**src/rtl/sweep_pkg.sv**
```systemverilog
// Shared types and default widths for the triangle sweep sequencer.
// Optional repeat support in sweep_ctrl is enabled with SWEEP_CTRL_REPEAT_EN.
package sweep_pkg;

    localparam int DEF_WIDTH = 3;
    localparam int DEF_DIV_W = 4;
    localparam int DEF_REP_W = 4;

    typedef enum logic [1:0] {
        IDLE,
        UP,
        DOWN,
        FINISH
    } sweep_state_t;

endpackage

```
**src/rtl/updw_step.sv**
```systemverilog
// Loadable up/down register holding the current sweep value.
// Load has priority over inc, which has priority over dec.
module updw_step
    import sweep_pkg::*;
#(
    parameter int WIDTH = DEF_WIDTH
) (
    input  logic             clk,
    input  logic             reset,
    input  logic             load,
    input  logic             inc,
    input  logic             dec,
    input  logic [WIDTH-1:0] d,
    output logic [WIDTH-1:0] q
);

    // Value register: load a new start point or step by one.
    always_ff @(posedge clk or posedge reset) begin
        if (reset) begin
            q <= '0;
        end else if (load) begin
            q <= d;
        end else if (inc) begin
            q <= q + WIDTH'(1);
        end else if (dec) begin
            q <= q - WIDTH'(1);
        end
    end

endmodule

```
**src/rtl/sweep_ctrl.sv**
```systemverilog
// Triangle sweep sequencer: lo -> hi -> lo with a programmable step rate,
// hold/freeze, a done pulse on completion and an err pulse on a bad range.
// Define SWEEP_CTRL_REPEAT_EN to add the reps port and run reps+1 triangles
// per start without intermediate done pulses.
module sweep_ctrl
    import sweep_pkg::*;
#(
    parameter int WIDTH = DEF_WIDTH,
    parameter int DIV_W = DEF_DIV_W,
    parameter int REP_W = DEF_REP_W
) (
    input  logic             clk,
    input  logic             reset,
    input  logic             start,
    input  logic [WIDTH-1:0] lo,
    input  logic [WIDTH-1:0] hi,
    input  logic [DIV_W-1:0] div,
`ifdef SWEEP_CTRL_REPEAT_EN
    input  logic [REP_W-1:0] reps,
`endif
    input  logic             hold,
    output logic [WIDTH-1:0] count,
    output logic             dir,
    output logic             busy,
    output logic             done,
    output logic             err
);

    sweep_state_t     state;
    logic [WIDTH-1:0] lo_q;
    logic [WIDTH-1:0] hi_q;
    logic [DIV_W-1:0] div_q;
    logic [DIV_W-1:0] presc;

    logic             running;
    logic             tick;
    logic             accept;
    logic             reject;
    logic [WIDTH-1:0] up_next;
    logic [WIDTH-1:0] dn_next;
    logic             up_top;
    logic             dn_bottom;
    logic             reps_left;

    // The sweep only advances in UP/DOWN and only while hold is low, so the
    // prescaler and the tick are both gated by running.
    assign running   = ((state == UP) || (state == DOWN)) && !hold;
    assign tick      = running && (presc == div_q);
    assign accept    = (state == IDLE) && start && (lo < hi);
    assign reject    = (state == IDLE) && start && !(lo < hi);

    // Count stays strictly inside (lo, hi) before a step in the matching
    // direction, so these never wrap when they are actually used.
    assign up_next   = count + WIDTH'(1);
    assign dn_next   = count - WIDTH'(1);
    assign up_top    = (up_next == hi_q);
    assign dn_bottom = (dn_next == lo_q);

`ifdef SWEEP_CTRL_REPEAT_EN
    logic [REP_W-1:0] rep_cnt;

    assign reps_left = (rep_cnt != '0);

    // Remaining extra triangles: loaded on start, consumed at each bottom.
    always_ff @(posedge clk or posedge reset) begin
        if (reset) begin
            rep_cnt <= '0;
        end else if (accept) begin
            rep_cnt <= reps;
        end else if ((state == DOWN) && tick && dn_bottom && reps_left) begin
            rep_cnt <= rep_cnt - REP_W'(1);
        end
    end
`else
    // Single-triangle build: the repeat count is permanently zero.
    logic [REP_W-1:0] rep_none;

    assign rep_none  = '0;
    assign reps_left = |rep_none;
`endif

    // Sweep FSM with config latches, prescaler and registered status outputs.
    always_ff @(posedge clk or posedge reset) begin
        if (reset) begin
            state <= IDLE;
            lo_q  <= '0;
            hi_q  <= '0;
            div_q <= '0;
            presc <= '0;
            dir   <= 1'b0;
            busy  <= 1'b0;
            done  <= 1'b0;
            err   <= 1'b0;
        end else begin
            done <= 1'b0;
            err  <= 1'b0;
            case (state)
                IDLE: begin
                    if (accept) begin
                        lo_q  <= lo;
                        hi_q  <= hi;
                        div_q <= div;
                        presc <= '0;
                        dir   <= 1'b1;
                        busy  <= 1'b1;
                        state <= UP;
                    end else if (reject) begin
                        err <= 1'b1;
                    end
                end
                UP: begin
                    if (running) begin
                        presc <= tick ? '0 : presc + DIV_W'(1);
                    end
                    if (tick && up_top) begin
                        dir   <= 1'b0;
                        state <= DOWN;
                    end
                end
                DOWN: begin
                    if (running) begin
                        presc <= tick ? '0 : presc + DIV_W'(1);
                    end
                    if (tick && dn_bottom) begin
                        if (reps_left) begin
                            dir   <= 1'b1;
                            state <= UP;
                        end else begin
                            busy  <= 1'b0;
                            done  <= 1'b1;
                            state <= FINISH;
                        end
                    end
                end
                FINISH: begin
                    state <= IDLE;
                end
                default: begin
                    state <= IDLE;
                end
            endcase
        end
    end

    updw_step #(
        .WIDTH(WIDTH)
    ) u_step (
        .clk  (clk),
        .reset(reset),
        .load (accept),
        .inc  ((state == UP) && tick),
        .dec  ((state == DOWN) && tick),
        .d    (lo),
        .q    (count)
    );

endmodule
```
**config.mk**
```make
export PLATFORM = sky130hd
export DESIGN_NAME = sweep_ctrl
export DESIGN_NICKNAME = d
export VERILOG_FILES = /design/src/rtl/sweep_pkg.sv /design/src/rtl/updw_step.sv /design/src/rtl/sweep_ctrl.sv
export SDC_FILE = /design/constraint.sdc
export NUM_CORES = 1
export LEC_CHECK = 0
export ABC_AREA = 0
export BUFFER_PORTS_ARGS = -buffer_cell sky130_fd_sc_hd__buf_2
export CORE_MARGIN = 3
export CORE_UTILIZATION = 30
export DETAILED_ROUTE_END_ITERATION = 12
export PLACE_DENSITY = 0.58
export SYNTH_ARGS = -nofsm -noshare
export SYNTH_HDL_FRONTEND = slang
export SYNTH_HIERARCHICAL = 1
export SYNTH_SLANG_ARGS = --single-unit
```
**constraint.sdc**
```tcl
create_clock -name clk -period 2.8 [get_ports clk]
set_input_delay 0.42 -clock clk [delete_from_list [all_inputs] [get_ports clk]]
set_output_delay 0.42 -clock clk [all_outputs]
set_load 0.01 [all_outputs]
```
# Yosys cells after proc, flatten, opt, wreduce, memory -nomap -nowiden
# Cells that the tools add are included.
totals:
  out_inout_bits: 7
  mem_bits_ro: 0
  latchBits: 0
  ramBits: 0
  input_bits: 14
  memories: 0
  wordCells: 68
  regBits: 23
classes:
  n_shift: 0
  div: 0
  n_reduce_logical: 23
  mux: 21
  magnitude_cmp: 1
  eq_ne: 10
  multipliers: 0
  bitwise: 0
  add_sub_neg: 3
op_table:
  columns: ["op", "n"]
  rows:
  - ["two-way mux 4 bit", 3]
  - ["AND reduction 3 bit", 4]
  - ["logical AND 1 bit", 9]
  - ["two-way mux 3 bit", 3]
  - ["two-way mux 1 bit", 8]
  - ["one-hot mux 2 bit (4 select lines)", 1]
  - ["one-hot mux 4 bit (2 select lines)", 1]
  - ["equality test 3 bit", 2]
  - ["two-way mux 2 bit", 3]
  - ["!= test 2 x 1 -> 1 bit, second input constant", 3]
  - ["nonzero test 2 bit", 3]
  - ["adder 4 x 1 -> 4 bit, second input constant", 1]
  - ["equality test 2 bit, second input constant", 2]
  - ["equality test 4 bit", 1]
  - ["one-hot mux 1 bit (2 select lines)", 2]
  - ["adder 3 x 1 -> 3 bit, second input constant", 1]
  - ["< comparator 3 bit", 1]
  - ["nonzero test 3 bit", 1]
  - ["subtractor 3 x 1 -> 3 bit, second input constant", 1]
  - ["equality test 2 x 1 -> 1 bit, second input constant", 1]
  - ["zero test 1 bit", 2]
  - ["zero test 2 bit", 1]
  - ["!= test 2 bit, second input constant", 1]
  - ["AND reduction 2 bit", 1]
  - ["2 further kinds", 2]

# Depth between registers and ports, before layout
logic_depth:
  ltp_word: 8
  mapped_depth: 10
  depth_no_buf: 10

# By module
# The synthesis kept the hierarchy.
modules_own_cells:
  columns: ["mod", "seq_area_each_um2", "instances", "area_each_um2", "cells_each"]
  rows:
  - ["sweep_ctrl", 500.5, 1, 1182.4, 107]
  - ["updw_step", 75.1, 1, 190.2, 19]

# Worst setup path before layout
# OpenSTA, ideal clock, no wires.
synth_path:
  path_type: "register to register"
  from: "register presc[0]"
  to: "register u_step.q[2]"
  n_path_buf: 0
  period_less_slack_ps: 2420
  arrival_time_ps: 2329
  required_time_ps: 2708
  setup_ps: 92
  path_stages_with_launch: 9
  path_slack_ps: 380
  cell_sequence: "dfrtp_1 xor2_1 or3_4 nor3_1 inv_1 fa_1 and2_1 o21a_1 o31ai_2"
synth_between:
  elab_chain_cells: 5
  word_cells_on_any_way: 7
  classes_between: "eq/ne (1); mux (2); reduce/logical (4)"
synth_lines:
  columns: ["item", "line_no", "rtl"]
  rows:
  - ["start: declaration", "sweep_ctrl.sv:33", "logic [DIV_W-1:0] presc;"]
  - ["start signal: assignment", "sweep_ctrl.sv:113", "presc <= tick ? '0 : presc + DIV_W'(1);"]
  - ["start signal: assignment", "sweep_ctrl.sv:122", "presc <= tick ? '0 : presc + DIV_W'(1);"]
  - ["equality test 4 bit *", "sweep_ctrl.sv:48", "assign tick = running && (presc == div_q);"]
  - ["logical AND 1 bit *", "sweep_ctrl.sv:48", null]
  - ["logical AND 1 bit", "sweep_ctrl.sv:151", ".inc ((state == UP) && tick),"]
  - ["two-way mux 3 bit", "updw_step.sv:23", "end else if (inc) begin"]
  - ["two-way mux 3 bit", "updw_step.sv:21", "end else if (load) begin"]
  - ["end signal: assignment", "updw_step.sv:24", "q <= q + WIDTH'(1);"]
  - ["end signal: assignment", "updw_step.sv:26", "q <= q - WIDTH'(1);"]
  - ["end: declaration", "updw_step.sv:14", "output logic [WIDTH-1:0] q"]
# Mark *: on every way between the ends. The rest lies on a longest branch, timed or not.
# A chain may end at the register's enable or synchronous reset.

# Worst setup path after layout
# Ends and elaborated chain as after synthesis.

==> impl_metrics.py <==
metrics = {
    "status": {
        "status": "finished clean",
    },
    "synth": {
        "synth_fp_nets": 149,
        "avgSynthCellArea_um2": 10.9,
        "synth_top_area_share_pct": 41.9,
        "synth.area.top_cells": "dfrtp_1 (42%), mux2_2 (8.2%), ha_1 (7.3%)",
        "synthCells": 126,
        "ys_seq_area_share_pct": 41.9,
        "synth_area_um2": 1370,
        "ys.warnings.count": 6,
        "synth_top_cell_by_area": "dfrtp_1",
        "ys_types": 38,
        "ys_ff_latch": 23,
    },
    "critical_path": {
        "cp-start-kind": "flop",
        "critical_path.top_delay_family": "simple AND/OR/NAND/NOR gates",
        "crit_fanout": 4,
        "crit_chain": "xor2_1 -> or3_4 -> nor3_1 -> inv_1 -> fa_1 -> and2_1 -> o21a_1 -> o31ai_2",
        "crit_required_ns": 2.98,
        "worst-path-buf-inv": 1,
        "critPathSlowestCell": "fa_1",
        "end_kind": "flop",
        "worstSetupPathType": "reg2reg",
        "max_stage_delay_ns": 0.46,
        "critPathArrivalTime_ns": 2.61,
    },
    "clock_network": {
        "cts_tree": "yes",
        "cts-buffers-inserted": 3,
        "cts_resized": 0,
        "clock_sinks": 23,
        "clk_pin_slew_worst_paths_ns": 0.08,
        "post_cts_buffers": 0,
        "cts_max_level": 1,
        "clock_path_buffers": 2,
        "cts_hold_buf": 0,
        "worstSkewPairLatency_ns": 0.27,
        "clock-root-buffer": "clkbuf_8",
    },
    "global_route": {
        "grt_start_max_net_pins": 21,
        "antenna_found_initial": 0,
        "grt.total_usage_pct": 11.1,
        "first_global_vias": 1068,
        "grt_pass1_wl_um": 4720,
        "overflow": 0,
    },
    "timing": {
        "hold_viol": 0,
        "setup_viol": 0,
        "fin_skew_ns": 0.00186,
        "fin_setup_tns_ns": 0,
        "tightest_slew_ns": 0.773,
        "clock.fmax_ghz": 0.413,
        "period_share_pct": 86.5,
        "relSlewSlack_pct": 48.4,
        "drv_slew": 0,
        "fin_ws_ns": 0.377,
        "period_minus_slack_ns": 2.42,
        "rsz0062_at_grt": "no",
    },
    "place": {
        "preCtsSetupSlack_ns": 0.384,
        "io_buffer_count": 20,
        "dpl.hpwl_um": 2180,
        "place.gp.congestion": 0.773,
    },
    "final_layout": {
        "fin_nets": 175,
        "most-common-layout-cells": "dfrtp_1 (23), buf_2 (20), inv_1 (14)",
        "syn2layout_area_growth_pct": 16.3,
        "drive_gt1_share_pct": 29.1,
        "fillers": 426,
        "layout_commonest_cell": "dfrtp_1",
        "antennaDiodeCount": 0,
        "fin_util_pct": 38.0,
    },
    "power": {
        "combPwrFrac_pct": 51.0,
        "pwr-share-clk_pct": 12.7,
        "swShare_pct": 39.3,
        "seqPwrFrac_pct": 36.3,
        "peakVddDrop_v": 0.000519,
        "power_density_nw_per_um2": 1030,
        "p_leak_nw": 0.763,
        "intPower_mw": 1.00,
        "total_switching_power_mw": 0.649,
    },
    "flow_run": {
        "cap_viol_max_count": 0,
    },
    "floorplan": {
        "coreArea_um2": 4200,
        "dieArea_um2": 5420,
        "num_io_pins": 21,
        "die_x_um": 73.6,
        "start_util_pct": 32.7,
        "die_h_um": 73.6,
        "fp-row-count": 23,
    },
    "detailed_routing": {
        "vias_per_cell": 4.76,
        "wl_per_cell_um": 13.2,
        "vias": 956,
        "first_iter_violations": 22,
        "ant_nets": 0,
        "wirelength_um": 2650,
        "drc_errors": 0,
        "dr.pass1.iters": 4,
    },
    "worst_hold_path": {
        "hp-class": "in2async",
    },
}
-- layer usage --
layer	vias up	wire length, um	track usage, %
met5	-	0	0
met3	6	142	3.69
met1	445	1250	13.9
li1	486	-	-
met4	0	36	2.41
met2	19	1220	18.6
-- layout make-up --
type                            count  area [um2]  area share, %
Inverter                           14        52.6           3.29
Clock inverter                      1        5.00          0.313
Timing Repair Buffer               22         115           7.21
Multi-Input combinational cell     88         744           46.6
Sequential cell                    23         576           36.1
Clock buffer                        3        41.3           2.59
Tap cell                           50        62.6           3.92
-- power groups by stage --
stage	clock network [mW]	logic [mW]	registers (mW)
5_1_grt	0.235	0.962	0.622
2_1_floorplan	0	0.654	0.590
3_5_place_dp	0	0.847	0.609
6_report	0.209	0.843	0.600
4_1_cts	0.220	0.852	0.602
3_3_place_gp	0	0.823	0.601
-- state kept, by name, indices dropped and copies added (netlist names) --
name,cells
hi_q,3
done,1
err,1
u_step/q,3
state,2
lo_q,3
div_q,4
busy,1
presc,4
dir,1
-- cells by family after synthesis --
kind of cell               share of synthesized area (%)
DFF                                                 41.9
adders and majority gates                           8.75
AOI/OAI and AO/OA                                   11.5
and+or+nand+nor                                     13.4
xor gates and xnor gates                            9.12
buffers and inverters                               4.19
muxes                                               11.1
-- per-stage QoR --
| stage | cell area [um2] | hold WS (ns) | instances | total power, mW |
|---|---|---|---|---|
| 2_1_floorplan | 1370 | 0.174 | 126 | 1.24 |
| 3_3_place_gp | 1550 | 0.302 | 197 | 1.42 |
| 3_5_place_dp | 1550 | 0.305 | 197 | 1.46 |
| 4_1_cts | 1600 | 0.00574 | 201 | 1.67 |
| 5_1_grt | 1600 | 0.0116 | 201 | 1.82 |
| 6_report | 1600 | 0.0144 | 201 | 1.65 |
-- synthesized netlist by cell type (all sizes together) --
library cell	n
and2	2
mux2	10
nand2b	3
o32a	1
dfrtp	23
o22ai	1
o21a	1
xnor2	1
nand3	2
fa	1
mux2i	4
xnor3	1
and3	2
nor3b	2
a31oi	1
a21oi	4
o21bai	1
or3	3
nor3	5
xor3	1
buf	1
and4	1
nand2	6
nor2	3
ha	8
o31ai	1
nor2b	2
a211oi	2
o21ai	8
inv	14
o31a	1
xor2	8
o2bb2ai	2
-- worst paths after layout --
path / startpoint / end / slack, ns / depth (start not counted)
min in group clk: div[3] / div_q[3] / 0.38 / 2
min: reset / u_step/q[1] / 0.01 / 2
max reg2reg: presc[0] / u_step/q[2] / 0.38 / 8
max: presc[0] / u_step/q[2] / 0.38 / 8
min reg2reg: hi_q[2] / hi_q[2] / 0.52 / 1
max in group asynchronous: reset / presc[2] / 2.03 / 2
No activity file was read; power rests on OpenSTA's default activity.
